### src/rtl/md_pkg.sv
// Shared encodings and constants for the iterative HI/LO multiply/divide unit.
package md_pkg;

  typedef enum logic [1:0] {
    OP_MULT  = 2'b00,
    OP_MULTU = 2'b01,
    OP_DIV   = 2'b10,
    OP_DIVU  = 2'b11
  } op_e;

  typedef enum logic [1:0] {
    IDLE = 2'b00,
    RUN  = 2'b01,
    FIX  = 2'b10
  } state_e;

  localparam int ITERS = 32;
  localparam int CNT_W = $clog2(ITERS);

  function automatic logic op_is_div(input op_e o);
    return o == OP_DIV || o == OP_DIVU;
  endfunction

  function automatic logic op_is_signed(input op_e o);
    return o == OP_MULT || o == OP_DIV;
  endfunction

endpackage

### src/rtl/md_sign_fix.sv
// Conditional two's-complement negate of a 2W-bit value; the low W bits double
// as the magnitude when the input is a sign-extended or zero-extended W-bit word.
module md_sign_fix #(
  parameter int W = 32
) (
  input  logic           neg,
  input  logic [2*W-1:0] value,
  output logic [2*W-1:0] result,
  output logic [W-1:0]   mag
);

  assign result = neg ? ((2*W)'(0) - value) : value;
  assign mag    = result[W-1:0];

endmodule

### src/rtl/mult_div_unit.sv
// Iterative HI/LO multiply/divide unit: 32 shift-add / restoring shift-subtract
// steps on magnitudes, followed by one sign-fix cycle that writes hi/lo.
module mult_div_unit
  import md_pkg::*;
#(
  parameter int W = 32
) (
  input  logic         clock,
  input  logic         reset,
  input  logic         start,
  input  logic [1:0]   op,
  input  logic [W-1:0] a,
  input  logic [W-1:0] b,
  input  logic         hilo_we,
  input  logic         hilo_sel,
  input  logic [W-1:0] hilo_wdata,
  output logic         busy,
  output logic         done,
  output logic         div_by_zero,
  output logic [W-1:0] hi,
  output logic [W-1:0] lo
);

  localparam logic [CNT_W-1:0] LAST_ITER = CNT_W'(ITERS - 1);

  state_e           state_q, state_d;
  logic [CNT_W-1:0] cnt;
  logic             is_div_q;
  logic             sign_a, sign_b;
  logic [W-1:0]     a_orig;
  logic [W-1:0]     opnd;       // multiplicand or divisor magnitude
  logic [2*W-1:0]   acc;        // product accumulator, or dividend/quotient in low half
  logic [W:0]       rem;        // partial remainder

  op_e  op_in;
  logic load_signed, load_div;
  assign op_in       = op_e'(op);
  assign load_signed = op_is_signed(op_in);
  assign load_div    = op_is_div(op_in);

  logic [2*W-1:0] a_full, b_full, res_full, rem_full, res_value;
  logic [W-1:0]   a_mag, b_mag, res_mag, rem_mag;

  md_sign_fix #(.W(W)) u_fix_a (
    .neg(load_signed & a[W-1]), .value({{W{1'b0}}, a}), .result(a_full), .mag(a_mag)
  );
  md_sign_fix #(.W(W)) u_fix_b (
    .neg(load_signed & b[W-1]), .value({{W{1'b0}}, b}), .result(b_full), .mag(b_mag)
  );

  // Product and quotient share one negator: both flip when the operand signs differ.
  assign res_value = is_div_q ? {{W{1'b0}}, acc[W-1:0]} : acc;
  md_sign_fix #(.W(W)) u_fix_res (
    .neg(sign_a ^ sign_b), .value(res_value), .result(res_full), .mag(res_mag)
  );
  md_sign_fix #(.W(W)) u_fix_rem (
    .neg(sign_a), .value({{W{1'b0}}, rem[W-1:0]}), .result(rem_full), .mag(rem_mag)
  );

  logic unused_bits;
  assign unused_bits = ^{a_full[2*W-1:W], b_full[2*W-1:W], res_mag,
                         rem_full[2*W-1:W], rem[W]};

  // One iteration of each algorithm.
  logic [W:0] mul_sum, div_shift, div_diff;
  assign mul_sum   = {1'b0, acc[2*W-1:W]} + (acc[0] ? {1'b0, opnd} : {(W+1){1'b0}});
  assign div_shift = {rem[W-1:0], acc[W-1]};
  assign div_diff  = div_shift - {1'b0, opnd};

  // NOTE: every output of a combinational block gets a default first, so no path leaves it unassigned and no latch is inferred.
  always_comb begin
    state_d = state_q;
    busy    = 1'b1;
    case (state_q)
      IDLE: begin
        busy = 1'b0;
        if (start) state_d = RUN;
      end
      RUN:     if (cnt == LAST_ITER) state_d = FIX;
      FIX:     state_d = IDLE;
      default: begin
        state_d = IDLE;
        busy    = 1'b0;
      end
    endcase
  end

  // NOTE: registers are updated with non-blocking assignments so every flop samples pre-edge values regardless of statement order.
  always_ff @(posedge clock or posedge reset) begin
    if (reset) begin
      state_q     <= IDLE;
      cnt         <= '0;
      is_div_q    <= 1'b0;
      sign_a      <= 1'b0;
      sign_b      <= 1'b0;
      a_orig      <= '0;
      opnd        <= '0;
      acc         <= '0;
      rem         <= '0;
      hi          <= '0;
      lo          <= '0;
      done        <= 1'b0;
      div_by_zero <= 1'b0;
    end else begin
      state_q     <= state_d;
      done        <= 1'b0;
      div_by_zero <= 1'b0;
      case (state_q)
        IDLE: begin
          if (hilo_we) begin
            if (hilo_sel) hi <= hilo_wdata;
            else          lo <= hilo_wdata;
          end
          if (start) begin
            is_div_q <= load_div;
            sign_a   <= load_signed & a[W-1];
            sign_b   <= load_signed & b[W-1];
            a_orig   <= a;
            opnd     <= load_div ? b_mag : a_mag;
            acc      <= {{W{1'b0}}, (load_div ? a_mag : b_mag)};
            rem      <= '0;
            cnt      <= '0;
          end
        end
        RUN: begin
          cnt <= cnt + 1'b1;
          if (is_div_q) begin
            rem <= div_diff[W] ? div_shift : div_diff;
            acc <= {acc[2*W-1:W], acc[W-2:0], ~div_diff[W]};
          end else begin
            acc <= {mul_sum, acc[W-1:1]};
          end
        end
        FIX: begin
          done <= 1'b1;
          if (is_div_q && opnd == '0) begin
            lo          <= '1;
            hi          <= a_orig;
            div_by_zero <= 1'b1;
          end else if (is_div_q) begin
            lo <= res_full[W-1:0];
            hi <= rem_mag;
          end else begin
            {hi, lo} <= res_full;
          end
        end
        default: ;
      endcase
    end
  end

endmodule

### config.mk
export PLATFORM = sky130hd
export DESIGN_NAME = mult_div_unit
export DESIGN_NICKNAME = d
export VERILOG_FILES = /design/src/rtl/md_pkg.sv /design/src/rtl/md_sign_fix.sv /design/src/rtl/mult_div_unit.sv
export SDC_FILE = /design/constraint.sdc
export NUM_CORES = 1
export LEC_CHECK = 0
export BUFFER_PORTS_ARGS = -buffer_cell sky130_fd_sc_hd__buf_2
export CORE_MARGIN = 2
export CORE_UTILIZATION = 55
export CTS_BUF_LIST = sky130_fd_sc_hd__clkbuf_8
export CTS_CLUSTER_DIAMETER = 100
export CTS_CLUSTER_SIZE = 8
export DETAILED_ROUTE_END_ITERATION = 10
export HOLD_SLACK_MARGIN = 0.08
export PLACE_DENSITY = 0.75
export SYNTH_ARGS = -nofsm -noshare
export SYNTH_HDL_FRONTEND = slang
export SYNTH_SLANG_ARGS = --single-unit
### constraint.sdc
create_clock -name clock -period 10.06 [get_ports clock]
set_input_delay 2.012 -clock clock [delete_from_list [all_inputs] [get_ports clock]]
set_output_delay 2.012 -clock clock [all_outputs]
set_load 0.05 [all_outputs]
==> metrics.md <==
| Metric | Value |
|---|---|
| Hold bufs inserted after CTS | `0` |
| Share of cells above drive strength 1 | `0.1474` |
| Seq cells post-synth | `236` |
| Type of the most critical hold path | `flop to flop` |
| Area Overhead vs Synth | `8.538%` |
| Die X | `186.6 um` |
| CTS buffer count | `35` |
| Clock-pin slew on the worst setup and hold paths | `70 ps` |
| DRC Markers | `0` |
| RSZ-0062 raised after global routing | `no` |
| Footprint of the multi-input gates | `11600 um^2` |
| Critical path arrival | `4870 ps` |
| Post-CTS repair timing setup buffer count | `0` |
| Clock root cell | `clkbuf_8` |
| DP Cell Count | `2748` |
| Clk_lat worst skew | `570 ps` |
| Initial antenna violation count | `3` |
| Syn nets | `2425` |
| CP Max Fanout | `26` |
| Starting Density | `0.5611` |
| Synth Cell Area | `18350 um^2` |
| Worst-margin pin slew | `1066 ps` |
| Sequential cell area | `5909 um^2` |
| Largest net degree at the start of global routing | `131` |
| Via count | `18363` |
| Slew HR | `0.2707` |
| Total track usage | `0.3678` |
| CORE AREA | `32700 um^2` |
| Finished Layout Cells | `2792` |
| Drt via density | `6.577` |
| Worst setup endpoint | `acc[61]$_DFFE_PP0P_` |
| H-tree levels | `2` |
| Max Freq | `223.8 MHz` |
| Part of the cycle the worst path needs | `0.4442` |
| Leak | `0.008647 uW` |
| FILL cells | `3010` |
| Worst path cell trace | `inv_1 > buf_4 > nor2_1 > ha_1 > a21o_1 > a21o_1 > a2111oi_0 > a211oi_1 > o21ai_0 > o211ai_1 > a21oi_1 > xor2_1 > o21ai_0` |
| Overflow left after global routing | `0` |
| Post-synth EDFFs | `0` |
| Commonest non-fill, non-tap cell in the layout | `nand2_1` |
| CP Launch Point | `acc[0]$_DFFE_PP0P_` |
| R2r worst-path depth | `13` |
| R2r startpoint | `acc[0]$_DFFE_PP0P_` |
| Top_reg_cell synth | `dfrtp_1` |
| Max Slew Vio Count | `0` |
| Minimum clock period | `4468 ps` |
| Most frequent cells in the layout | `251 x nand2_1, 235 x dfrtp_1, 225 x o21ai_0` |
| Count of cell types in the netlist | `90` |
| Crit path required time | `10460 ps` |
| Worst-case clock buffer depth | `3` |
| Worst Setup End Kind | `flop` |
| CP max stage cell | `a2111oi_0` |
| Detailed Routing Iterations Pass 1 | `6` |
| Gpl congestion | `1.018` |
| HPWL Detailed | `49.93 mm` |
| FFs w/ async S/R, synth | `1.000` |
| Wire per inst | `23.48 um` |
| Startpoint Class | `flop` |
| Resized cells post-CTS | `0` |
| Die area | `34840 um^2` |
| WP depth | `13` |
| Clock sinks | `236` |
| Number of global-route vias before repair | `16908` |
| Status | `complete, no violations` |
| Nets | `2521` |
| Routed Antenna Nets | `0` |
| Drt initial violations | `2183` |
| IO Pins | `170` |
| Worst Skew | `20.06 ps` |
| Critical path type | `flop to flop` |
| Avg Synthesized Cell Area | `8.165 um^2` |
| Post-synthesis cell count | `2247` |
| CP peak stage delay | `950 ps` |
| Top delay family on crit path | `compound AO/OA/AOI/OAI gates` |
| Die Y | `186.6 um` |
| Maximum vdd drop | `0.1721 mV` |
| Max Cap Violations | `0` |
| Worst path bufs/invs | `2` |
| Yosys warning count | `0` |
| PD cells | `313.6 nW/um^2` |
| Flop2flop setup slack | `5590 ps` |
| First-pass GRT wire length | `100.1 mm` |
| Sequential area share after synthesis | `0.3219` |
| # setup viols final | `0` |
| CTS tree | `done` |
| IO Port Bufs | `169` |
| Total negative slack | `0 ps` |
| Reg-to-reg endpoint | `acc[61]$_DFFE_PP0P_` |
| Final hold viol count | `0` |
| Std cell rows | `66` |
| WL final | `65.56 mm` |
==> cells by family (layout without fill, tap and decap cells) <==
family	count (synthesis)	after routing	synth area share
xor gates and xnor gates	192	192	0.09165
other	0	3	0
DFF	236	236	0.3219
buffers and inverters	211	311	0.04917
AOI/OAI and AO/OA	736	736	0.2476
adders and majority gates	75	75	0.05196
and+or+nand+nor	700	700	0.1806
muxes	97	97	0.05708
==> layout make-up <==
class	instances	share of cell area
multi-input cells	1800	0.5824
well taps	442	0.02777
clock inverters	5	0.001445
clock buffers	36	0.02488
inverters	77	0.01489
repair buffers	193	0.05152
flip-flops and latches	236	0.2967
diodes	3	0.0003770
==> worst min-delay path, cell delays in order (launching register included) <==
cell	delay, ps
dfrtp_1	340
nand2_1	40
o21ai_0	60
==> worst min-delay path by stage <==
stage | cells after the start | from | to | slack [ps]
2_1_floorplan | 2 | opnd[19]$_DFFE_PP0P_ | opnd[19]$_DFFE_PP0P_ | 440
3_3_place_gp | 2 | opnd[19]$_DFFE_PP0P_ | opnd[19]$_DFFE_PP0P_ | 460
3_5_place_dp | 2 | lo[0]$_DFFE_PP0P_ | lo[0]$_DFFE_PP0P_ | 460
4_1_cts | 2 | lo[0]$_DFFE_PP0P_ | lo[0]$_DFFE_PP0P_ | 480
5_1_grt | 1 | lo[26]$_DFFE_PP0P_ | lo[26]$_DFFE_PP0P_ | 500
6_report | 2 | lo[0]$_DFFE_PP0P_ | lo[0]$_DFFE_PP0P_ | 470
==> power by group <==
part	total (uW)	switching [uW]	internal (uW)
logic	3630	2390	1240
clock network	716	393	322
registers	1900	573	1330
==> per-layer routing <==
metal  share of wire  track usage  wire (um)  vias to the layer above
met1            0.41       0.5095      26990                     8794
met5         0.00017            0         11                        -
met4           0.047       0.1563       3063                        2
met3            0.12       0.1072       7976                      199
met2            0.42       0.5353      27520                     1075
li1                -            -          -                     8293
==> synth_stat cells, types with 5 or more instances <==
| library cell | number | share of area |
|---|---|---|
| nand2_1 | 252 | 0.052 |
| dfrtp_1 | 236 | 0.32 |
| o21ai_0 | 226 | 0.062 |
| nor2_1 | 215 | 0.044 |
| a21oi_1 | 206 | 0.056 |
| clkbuf_1 | 106 | 0.022 |
| xnor2_1 | 100 | 0.048 |
| xor2_1 | 92 | 0.044 |
| inv_1 | 77 | 0.016 |
| ha_1 | 73 | 0.050 |
| mux2_2 | 57 | 0.035 |
| o22ai_1 | 44 | 0.015 |
| mux2i_1 | 39 | 0.021 |
| a211oi_1 | 38 | 0.016 |
| nor3_1 | 37 | 0.010 |
| o31ai_1 | 37 | 0.015 |
| nand3_1 | 35 | 0.0095 |
| nand2b_1 | 27 | 0.0092 |
| a21o_1 | 26 | 0.011 |
| o211ai_1 | 24 | 0.0098 |
| nor4_1 | 21 | 0.0072 |
| and3_1 | 19 | 0.0065 |
| a31oi_1 | 15 | 0.0051 |
| o41ai_1 | 15 | 0.0072 |
| nand4_1 | 14 | 0.0048 |
| or3_1 | 13 | 0.0044 |
| o21a_1 | 12 | 0.0049 |
| a221oi_1 | 10 | 0.0048 |
| and2_1 | 10 | 0.0034 |
| buf_1 | 10 | 0.0020 |
| nor2b_1 | 10 | 0.0034 |
| or4_1 | 8 | 0.0033 |
| clkbuf_8 | 7 | 0.0053 |
| o21ai_1 | 7 | 0.0019 |
| a22o_1 | 6 | 0.0029 |
| a311oi_1 | 5 | 0.0024 |
| a32o_1 | 5 | 0.0027 |
| nor3b_1 | 5 | 0.0020 |
| o221ai_1 | 5 | 0.0024 |
| o311ai_0 | 5 | 0.0024 |
| o31a_1 | 5 | 0.0024 |
| or2_2 | 5 | 0.0017 |
==> flip-flops by register name, summed over array words and instances, names as in the netlist <==
register,flops
acc,64
a_orig,32
hi,32
lo,32
opnd,32
rem,32
cnt,5
state_q,2
div_by_zero,1
done,1
is_div_q,1
sign_a,1
sign_b,1
==> per-stage QoR <==
stage            util  power (uW)  hold slack, ps  setup slack (ps)  area, um^2
5_1_grt        0.6088        6586           501.4              5369       19910
2_1_floorplan       -        4357           438.7              1573       18350
3_3_place_gp   0.5927        5344           455.5              5302       19380
6_report       0.6090        6244           472.3              5592       19910
4_1_cts        0.6087        6136           477.5              5823       19910
3_5_place_dp   0.5927        5424           464.9              5252       19380
(Power assumes the default switching activity.)
